==> config.mk <==
export PLATFORM = sky130hd
export DESIGN_NAME = otube_reader
export DESIGN_NICKNAME = d
export VERILOG_FILES = /design/src/rtl/otube_pkg.sv /design/src/rtl/otube_sync2.sv /design/src/rtl/otube_reader.sv
export SDC_FILE = /design/constraint.sdc
export NUM_CORES = 1
export LEC_CHECK = 0
export ABC_AREA = 1
export BUFFER_PORTS_ARGS = -buffer_cell sky130_fd_sc_hd__buf_2
export CAP_MARGIN = 0
export CORE_MARGIN = 2
export CORE_UTILIZATION = 60
export DETAILED_ROUTE_END_ITERATION = 8
export PLACE_DENSITY = 0.83
export SLEW_MARGIN = 0
export SYNTH_ARGS = -nofsm -noshare
export SYNTH_HDL_FRONTEND = slang
export SYNTH_SLANG_ARGS = --single-unit
export TNS_END_PERCENT = 30
==> constraint.sdc <==
create_clock -name clk50 -period 2.2 [get_ports clk50]
set_input_delay 0.11 -clock clk50 [delete_from_list [all_inputs] [get_ports clk50]]
set_output_delay 0.11 -clock clk50 [all_outputs]
set_load 0.005 [all_outputs]
==> src/rtl/otube_pkg.sv <==
// ----------------------------------------------------------------------------
// otube_pkg
//   Shared definitions for the tube-data FIFO reader:
//     state_t        reader FSM states
//     STOP_NAME      low byte that marks the end of an event
//     CHAMBER3/4     chamber nibble used in tube names
//     expected_name  tube name the writer emits for word index idx
// ----------------------------------------------------------------------------
package otube_pkg;

   typedef enum logic [2:0] {
      IDLE,
      STROBE_HI,
      STROBE_LO,
      WAIT_VALID,
      CHECK,
      EMIT,
      SKIP
   } state_t;

   localparam logic [7:0] STOP_NAME = 8'hFF;
   localparam logic [3:0] CHAMBER3  = 4'b0011;
   localparam logic [3:0] CHAMBER4  = 4'b0100;

   // Tubes 0..15 sit in chamber 3, the rest in chamber 4; the index bits
   // are rotated so the name matches the writer's wiring order.
   function automatic logic [7:0] expected_name(input logic [7:0] idx);
      logic [3:0] chamber;
      chamber = (idx < 8'd16) ? CHAMBER3 : CHAMBER4;
      return {idx[2:0], idx[3], chamber};
   endfunction

endpackage

==> src/rtl/otube_sync2.sv <==
// ----------------------------------------------------------------------------
// otube_sync2
//   Two-flop synchronizer for a single asynchronous level.
//   Ports:
//     clk50  in   sampling clock
//     rst_n  in   asynchronous active-low reset
//     d      in   asynchronous input level
//     q      out  synchronized level (two clk50 cycles of latency)
//   Parameter RESET_VAL is the level both flops take in reset, so a
//   "FIFO empty" input can come out of reset in its safe state.
// ----------------------------------------------------------------------------
module otube_sync2
   import otube_pkg::*;
#(
   parameter logic RESET_VAL = 1'b0
) (
   input  logic clk50,
   input  logic rst_n,
   input  logic d,
   output logic q
);

   logic meta;

   always_ff @(posedge clk50 or negedge rst_n) begin
      if (!rst_n) begin
         meta <= RESET_VAL;
         q    <= RESET_VAL;
      end else begin
         meta <= d;
         q    <= meta;
      end
   end

endmodule

==> src/rtl/otube_reader.sv <==
// ----------------------------------------------------------------------------
// otube_reader
//   Read-side master for the tube-data FIFO. Strobes rd_clk/rd_en, captures
//   each 16-bit word when the synchronized rd_valid rises, checks the
//   NUM_TUBES-words-plus-stop-flag framing and hands tube hits to a
//   valid/ready consumer.
//
//   Ports:
//     clk50        in   sole clock
//     rst_n        in   asynchronous active-low reset
//     rd_clk       out  read strobe; FIFO pops on its rising edge
//     rd_en        out  read enable, qualifies rd_clk
//     rd_empty     in   FIFO empty (asynchronous, synchronized here)
//     rd_valid     in   word valid (asynchronous, synchronized here)
//     otube        in   [15:8] hit time, [7:0] tube name
//     hit_valid    out  hit record available
//     hit_ready    in   consumer accepts on hit_valid && hit_ready
//     hit_tube     out  tube name of the hit
//     hit_time     out  time of the hit
//     event_done   out  one-cycle pulse: stop flag closed a good event
//     event_count  out  number of good events, wraps at 16 bits
//     err_frame    out  one-cycle pulse: framing error
//     err_timeout  out  one-cycle pulse: no word arrived after a read
//
//   Build option:
//     OTUBE_READER_FRAME_CHECK_EN  when defined, every data word's tube name
//                                  must match expected_name(idx).
//
//   State table:
//     state      | meaning
//     IDLE       | waiting for data in the FIFO and no pending hit
//     STROBE_HI  | rd_clk/rd_en high, FIFO pops on entry
//     STROBE_LO  | rd_clk low, rd_en still high
//     WAIT_VALID | strobe done, waiting for the word (timeout running)
//     CHECK      | classify the captured word against the framing
//     EMIT       | hit presented, waiting for the handshake
//     SKIP       | resynchronizing: read and drop until a stop flag
// ----------------------------------------------------------------------------
module otube_reader
   import otube_pkg::*;
#(
   parameter int unsigned RD_CLK_HALF = 4,
   parameter int unsigned TIMEOUT     = 64,
   parameter int unsigned NUM_TUBES   = 32
) (
   input  logic        clk50,
   input  logic        rst_n,
   output logic        rd_clk,
   output logic        rd_en,
   input  logic        rd_empty,
   input  logic        rd_valid,
   input  logic [15:0] otube,
   output logic        hit_valid,
   input  logic        hit_ready,
   output logic [7:0]  hit_tube,
   output logic [7:0]  hit_time,
   output logic        event_done,
   output logic [15:0] event_count,
   output logic        err_frame,
   output logic        err_timeout
);

   localparam int unsigned PW = $clog2(RD_CLK_HALF + 1);
   localparam int unsigned TW = $clog2(TIMEOUT + 1);
   localparam int unsigned IW = $clog2(NUM_TUBES + 1);

   localparam logic [PW-1:0] PH_LOAD  = PW'(RD_CLK_HALF - 1);
   localparam logic [TW-1:0] TMO_LOAD = TW'(TIMEOUT - 1);
   localparam logic [IW-1:0] IDX_LAST = IW'(NUM_TUBES);

   logic valid_s;
   logic empty_s;
   logic valid_q;
   logic valid_rise;

   state_t        state_q,    state_d;
   logic [PW-1:0] ph_cnt_q,   ph_cnt_d;
   logic [TW-1:0] tmo_cnt_q,  tmo_cnt_d;
   logic [IW-1:0] idx_q,      idx_d;
   logic [15:0]   word_q,     word_d;
   logic          captured_q, captured_d;
   logic          skip_q,     skip_d;

   logic          rd_clk_d;
   logic          rd_en_d;
   logic          hit_valid_d;
   logic [7:0]    hit_tube_d;
   logic [7:0]    hit_time_d;
   logic          event_done_d;
   logic [15:0]   event_count_d;
   logic          err_frame_d;
   logic          err_timeout_d;

   logic          cap_now;
   logic          have_word;
   logic          ph_tc;
   logic          tmo_tc;
   logic          stop_flag;
   logic          name_ok;

   otube_sync2 #(.RESET_VAL(1'b0)) u_sync_valid (
      .clk50 (clk50),
      .rst_n (rst_n),
      .d     (rd_valid),
      .q     (valid_s)
   );

   // Empty resets high so no read can start before the real level arrives.
   otube_sync2 #(.RESET_VAL(1'b1)) u_sync_empty (
      .clk50 (clk50),
      .rst_n (rst_n),
      .d     (rd_empty),
      .q     (empty_s)
   );

   assign valid_rise = valid_s & ~valid_q;
   assign ph_tc      = (ph_cnt_q == '0);
   assign tmo_tc     = (tmo_cnt_q == '0);
   assign stop_flag  = (word_q[7:0] == STOP_NAME);

`ifdef OTUBE_READER_FRAME_CHECK_EN
   assign name_ok = (word_q[7:0] == expected_name(8'(idx_q)));
`else
   assign name_ok = 1'b1;
`endif

   always_comb begin
      state_d       = state_q;
      ph_cnt_d      = ph_cnt_q;
      tmo_cnt_d     = tmo_cnt_q;
      idx_d         = idx_q;
      word_d        = word_q;
      captured_d    = captured_q;
      skip_d        = skip_q;
      rd_clk_d      = 1'b0;
      rd_en_d       = 1'b0;
      hit_valid_d   = hit_valid;
      hit_tube_d    = hit_tube;
      hit_time_d    = hit_time;
      event_done_d  = 1'b0;
      event_count_d = event_count;
      err_frame_d   = 1'b0;
      err_timeout_d = 1'b0;
      cap_now       = 1'b0;
      have_word     = captured_q;

      // The word can show up while the strobe is still running; take the
      // first valid edge after the rd_clk rise and remember it.
      if (state_q inside {STROBE_HI, STROBE_LO, WAIT_VALID}) begin
         cap_now   = valid_rise & ~captured_q;
         have_word = captured_q | cap_now;
         if (cap_now) begin
            word_d     = otube;
            captured_d = 1'b1;
         end
         if (!tmo_tc) begin
            tmo_cnt_d = tmo_cnt_q - 1'b1;
         end
      end

      case (state_q)
         IDLE, SKIP: begin
            if (!empty_s && !hit_valid) begin
               state_d    = STROBE_HI;
               rd_clk_d   = 1'b1;
               rd_en_d    = 1'b1;
               ph_cnt_d   = PH_LOAD;
               tmo_cnt_d  = TMO_LOAD;
               captured_d = 1'b0;
            end
         end

         STROBE_HI: begin
            rd_en_d = 1'b1;
            if (ph_tc) begin
               state_d  = STROBE_LO;
               ph_cnt_d = PH_LOAD;
            end else begin
               rd_clk_d = 1'b1;
               ph_cnt_d = ph_cnt_q - 1'b1;
            end
         end

         STROBE_LO: begin
            if (ph_tc) begin
               state_d = have_word ? CHECK : WAIT_VALID;
            end else begin
               rd_en_d  = 1'b1;
               ph_cnt_d = ph_cnt_q - 1'b1;
            end
         end

         WAIT_VALID: begin
            if (have_word) begin
               state_d = CHECK;
            end else if (tmo_tc) begin
               err_timeout_d = 1'b1;
               idx_d         = '0;
               skip_d        = 1'b0;
               state_d       = IDLE;
            end
         end

         CHECK: begin
            captured_d = 1'b0;
            if (skip_q) begin
               if (stop_flag) begin
                  skip_d  = 1'b0;
                  idx_d   = '0;
                  state_d = IDLE;
               end else begin
                  state_d = SKIP;
               end
            end else if (idx_q < IDX_LAST) begin
               // An early stop flag ends the partial event right here, which
               // is also how the reader realigns after an abandoned event.
               if (stop_flag) begin
                  err_frame_d = 1'b1;
                  idx_d       = '0;
                  state_d     = IDLE;
               end else if (!name_ok) begin
                  err_frame_d = 1'b1;
                  skip_d      = 1'b1;
                  state_d     = SKIP;
               end else begin
                  hit_valid_d = 1'b1;
                  hit_tube_d  = word_q[7:0];
                  hit_time_d  = word_q[15:8];
                  idx_d       = idx_q + 1'b1;
                  state_d     = EMIT;
               end
            end else begin
               if (stop_flag) begin
                  event_done_d  = 1'b1;
                  event_count_d = event_count + 16'd1;
                  idx_d         = '0;
                  state_d       = IDLE;
               end else begin
                  err_frame_d = 1'b1;
                  skip_d      = 1'b1;
                  state_d     = SKIP;
               end
            end
         end

         EMIT: begin
            if (hit_ready) begin
               hit_valid_d = 1'b0;
               state_d     = IDLE;
            end
         end

         default: begin
            state_d = IDLE;
         end
      endcase
   end

   always_ff @(posedge clk50 or negedge rst_n) begin
      if (!rst_n) begin
         state_q     <= IDLE;
         ph_cnt_q    <= '0;
         tmo_cnt_q   <= '0;
         idx_q       <= '0;
         word_q      <= '0;
         captured_q  <= 1'b0;
         skip_q      <= 1'b0;
         valid_q     <= 1'b0;
         rd_clk      <= 1'b0;
         rd_en       <= 1'b0;
         hit_valid   <= 1'b0;
         hit_tube    <= '0;
         hit_time    <= '0;
         event_done  <= 1'b0;
         event_count <= '0;
         err_frame   <= 1'b0;
         err_timeout <= 1'b0;
      end else begin
         state_q     <= state_d;
         ph_cnt_q    <= ph_cnt_d;
         tmo_cnt_q   <= tmo_cnt_d;
         idx_q       <= idx_d;
         word_q      <= word_d;
         captured_q  <= captured_d;
         skip_q      <= skip_d;
         valid_q     <= valid_s;
         rd_clk      <= rd_clk_d;
         rd_en       <= rd_en_d;
         hit_valid   <= hit_valid_d;
         hit_tube    <= hit_tube_d;
         hit_time    <= hit_time_d;
         event_done  <= event_done_d;
         event_count <= event_count_d;
         err_frame   <= err_frame_d;
         err_timeout <= err_timeout_d;
      end
   end

endmodule

; ---- Yosys cells after proc, flatten, opt, wreduce, memory -nomap -nowiden
; Index checks and enable logic that the tools add are counted.
; W data, S select, Z words.
[totals]
ff_bits = 80
input_bits = 21
output_inout_bits = 38
[classes]
add_sub_neg = 4
n_lt_le_gt_ge = 1
n_eq_ne = 18
n_mux = 57
bitwise_logic = 8
n_reduce_logical = 18
[ops]
columns = op, n
row1 = $mux W3, 14
row2 = $mux W6, 6
row3 = $mux W7, 4
row4 = $mux W1, 25
row5 = $ne A2 B2 Y1 const B, 10
row6 = $pmux W3 S6, 1
row7 = $add A16 B1 Y16 const B, 1
row8 = $pmux W6 S2, 1
row9 = $reduce_and A5 Y1, 2
row10 = $eq A3 B3 Y1 const B, 3
row11 = $pmux W3 S3, 1
row12 = $eq A8 B8 Y1 const B, 1
row13 = $pmux W1 S2, 4
row14 = $reduce_and A4 Y1, 2
row15 = $logic_not A7 Y1, 1
row16 = $sub A7 B1 Y7 const B, 1
row17 = $add A6 B1 Y6 const B, 1
row18 = $eq A3 B2 Y1 const B, 2
row19 = $logic_not A3 Y1, 2
row20 = $lt A6 B6 Y1 const B, 1
row21 = $reduce_and A3 Y1, 2
row22 = $reduce_bool A3 Y1, 2
row23 = $not A1 Y1, 5
row24 = $reduce_bool A2 Y1, 2
row25 = 10 further kinds, 12

; ---- Longest topological paths before layout
[depth]
depth_word = 8
depth_mapped = 10
ltp_nobuf = 10

; ---- By module
; Synthesis repeated with hierarchy kept, for this count alone.
[unflattened]
cells_unflattened = 465
hier_area_um2 = 3987.6
[by_module_without_submodules]
columns = module, n_inst, cells_per_inst, area_per_inst_um2
row1 = otube_reader, 1, 461, 3885.0
row2 = otube_sync2 (u_sync_empty), 1, 2, 52.6
row3 = otube_sync2 (u_sync_valid), 1, 2, 50.0

; ---- Worst setup path before layout
; OpenSTA, ideal clock, no wires.
[synth_path]
kind = register -> register
from = register word_q[1]
to = register state_q[1]
arrival_ns = 1.346
slack_ns = 0.737
path_stages_with_launch = 10
path_buffers = 0
path_cell_list = dfrtp_1 > nand2_1 > nor2_1 > nand2_2 > ha_1 > or2_2 > nand2_1 > nand3_1 > nand2_1 > nand2_1
[synth_via]
elab_chain_cells = 5
[synth_rtl]
columns = element, line
row1 = "start, declared", otube_reader.sv:80  ; logic [15:0] word_q, word_d;
row2 = "start signal, assigned", otube_reader.sv:283  ; word_q <= word_d;
row3 = $eq A8 B8 Y1 (*), otube_reader.sv:119  ; assign stop_flag = (word_q[7:0] == STOP_NAME);
row4 = $mux W3 (*), "otube_reader.sv:207, otube_reader.sv:233"
row5 = $mux W3, otube_reader.sv:214  ; end else if (idx_q < IDX_LAST) begin
row6 = $mux W3 (*), otube_reader.sv:206  ; if (skip_q) begin
row7 = $pmux W3 S6 (*), otube_reader.sv:161  ; case (state_q)
row8 = "end signal, assigned", otube_reader.sv:279  ; state_q <= state_d;
row9 = "end, declared", otube_reader.sv:76  ; state_t state_q, state_d;
; Every way passes the cells marked *; elsewhere a longest branch is shown, timed or not.
; A chain may end at the register's enable or synchronous reset.

; ---- Final worst setup path
[layout_path]
from = register state_q[1]
to = register event_count[6]
[layout_via]
elab_chain_cells = 2
[layout_rtl]
columns = element, line
row1 = $eq A3 B3 Y1, otube_reader.sv:161
row2 = $reduce_and A4 Y1 (no source line), --
row3 = "end signal, assigned", otube_reader.sv:293  ; event_count <= event_count_d;
row4 = "end, declared", otube_reader.sv:58  ; output logic [15:0] event_count,
; Every way passes these cells.

==> impl_metrics.csv <==
group,metric,value,unit
detailed_routing,first_iter_violations,262,
global_routing,antenna_found_initial,0,
layout,finalInstanceArea,0.00465,sq mm
timing,relSlewSlack,63.8,%
synth,syn-cell-area,0.00390,sq mm
timing,finalWorstSetupSlack,256,ps
clock_network,clockBufferDepth,2,
placed_design,gp_congestion,0.949,
status,status,"finished, final reports clean",
die,coreArea,0.00631,sq mm
synth,synth_top_cell_by_area,"dfrtp_1",
die,die-height,84.6,microns
global_routing,grt_pass1_wl,15000,microns
clock_network,cts_setup_buffers,0,
synth,synth_edf_count,0,
timing,finClkSkew,8.44,ps
timing,finalHoldViolations,0,
setup_path,crit_path_end_kind,"flop",
synth,dominantRegCellSynth,"dfrtp_1",
synth,synthCells,473,
clock_network,path_clk_slew,90,ps
timing,grt_setup_unrepaired,"no",
layout,final_cell_mix,"nand2_1, dfrtp_1, buf_2, nand3_1, nor2_1",
placed_design,dp_slack,332,ps
detailed_routing,num_vias,3429,
detailed_routing,firstDrtPassIters,4,
timing,fin_crit,1940,ps
detailed_routing,drt-total-wl,8720,microns
clock_network,cts_buffers,9,
die,fp.dieW,84.6,microns
power_and_ir_drop,finalPower,2.80,mW
detailed_routing,routed_via_density,5.41,
run,maxCapViolations,0,
synth,synth.avg_cell_area,8.25,sq um
layout,antenna_cells,0,
global_routing,grt_max_degree,49,
synth,ys_ff_latch,80,
synth,synth_fp_nets,503,
timing,slew_violations,0,
clock_network,cts_tree,"built",
timing,fmax,514,MHz
layout,final_common_cell,"nand2_1",
layout,stdcell_count,634,
detailed_routing,ant_nets,0,
clock_network,h-tree-depth,3,
setup_path,required,2440,ps
global_routing,grt-ovfl-total,0,
detailed_routing,wire_per_inst,13.8,microns
detailed_routing,drc_errors,0,
layout,nNetsFinal,582,
layout,area_delta_synth_final,19.1,%
power_and_ir_drop,vdd_ir_drop_max,0.519,mV
synth,synthArstFlopShare,100,%
clock_network,clock_latency,350,ps
synth,yosysSeqAreaShare,51.4,%
power_and_ir_drop,powerDensity,602,mW/mm^2
setup_path,critPathKind,"reg2reg",
die,pin_count,59,
placed_design,dp_cells,603,
placed_design,dp_hpwl,5850,microns
hold_path,hold_class,"in2reg",
global_routing,grt_pass1_vias,3294,
timing,worst_slew_pin_slew,539,ps
timing,tns,0,ps
setup_path,path_max_fanout,11,
die,std_cell_rows,29,
timing,fin_hold_ws,7.67,ps
synth,ys.warnings.count,0,
layout,final_layout_size_suffix_gt1_share,18.0,%
global_routing,grt_usage,26.1,%
synth,ys_types,27,
synth,yosysTopAreaCellShare,50.0,%
die,start_util,61.8,%
placed_design,port_buffers,58,
placed_design,postPlaceCellArea,0.00428,sq mm
clock_network,root_buffer,"clkbuf_8",
clock_network,cts.sinks,80,
setup_path,crit_path_start_kind,"flop",
layout,utilization,73.6,%
synth,synth.area.top_cells,"dfrtp_1, nand2_1, nand3_1, nor2_1, inv_1",
setup_path,worstPathArrival,2190,ps
timing,finalCritPeriodShare,88.4,%
power_and_ir_drop,leakagePower,2.46,nW
timing,setup_viol,0,
die,dieArea,0.00716,sq mm
worst paths after layout:
check                                        from             end  slack [ps]  depth (start not counted)
worst max-delay path                   state_q[1]  event_count[6]         260                          8
worst min-delay path                     otube[4]       word_q[4]           8                          3
worst max register to register         state_q[1]  event_count[6]         260                          8
worst min register to register  u_sync_valid.meta  u_sync_valid.q         360                          0
max in group asynchronous                   rst_n        idx_q[2]        1370                          3
min in group asynchronous                   rst_n      captured_q         250                          2
logic make-up (layout without fill, tap and decap cells):
logic type | after synthesis | after routing | synth area share (%)
flops | 80 | 80 | 51.4
simple gates | 267 | 267 | 29.2
fa+ha+maj | 9 | 9 | 2.89
mux | 10 | 10 | 2.89
compound gates | 41 | 41 | 5.39
buf+inv | 56 | 140 | 6.00
xor+xnor | 10 | 10 | 2.25
power breakdown:
part | switching (mW) | internal [mW]
registers | 0.0101 | 1.49
clock network | 0.559 | 0.646
logic | 0.0471 | 0.0444
synth_stat cells, types with 2 or more instances:
cell and number:
a21oi_1 14, buf_2 4, buf_6 2, clkbuf_1 2, dfrtp_1 78, dfstp_2 2, ha_1 9, inv_1 45
inv_2 2, mux2_2 9, nand2_1 149, nand2_2 5, nand3_1 48, nand3_2 2, nand3b_1 4, nand4_1 3
nor2_1 47, nor3_1 6, o21ai_0 25, or2_2 2, xnor2_1 2, xor2_1 8
metal layers:
metal / track usage, % / up-vias / routed length (microns)
met5: 0 / - / 0
met4: 8.51 / 0 / 125
met3: 5.70 / 15 / 428
met2: 43.9 / 115 / 4420
met1: 33.9 / 1636 / 3750
li1: - / 1663 / -
area by class of cell:
cell class | count | area [sq um]
fill | 479 | 1670
clock inverter | 6 | 92.6
clock buffer | 10 | 128
multi-input combinational | 337 | 1660
tap | 77 | 96.3
timing repair buffer | 77 | 485
sequential | 80 | 2000
inverter | 47 | 176
worst max-delay path, stage by stage (launching register included):
cell	delay, ps
dfrtp_1	440
inv_1	150
nand3_2	250
inv_1	240
nand2_1	100
nor3_1	400
nand2_1	100
nor2_1	100
nor2_1	50
repair_timing:
item | CTS | global route
resized for setup | 0 | 0
endpoints found under the setup margin | 0 | 0
endpoints found under the hold margin | 44 | 0
hold buffers | 15 | 0
state kept, by name, indices dropped and copies added, names as in the netlist:
| register | flops |
|---|---|
| idx_q | 6 |
| u_sync_empty.meta | 1 |
| ph_cnt_q | 3 |
| rd_en | 1 |
| u_sync_valid.q | 1 |
| hit_tube | 8 |
| rd_clk | 1 |
| hit_time | 8 |
| u_sync_empty.q | 1 |
| word_q | 16 |
| err_timeout | 1 |
| captured_q | 1 |
| err_frame | 1 |
| valid_q | 1 |
| event_count | 16 |
| u_sync_valid.meta | 1 |
| skip_q | 1 |
| tmo_cnt_q | 7 |
| state_q | 3 |
| hit_valid | 1 |
| event_done | 1 |
Note: power is estimated with default switching activity, not from simulation.
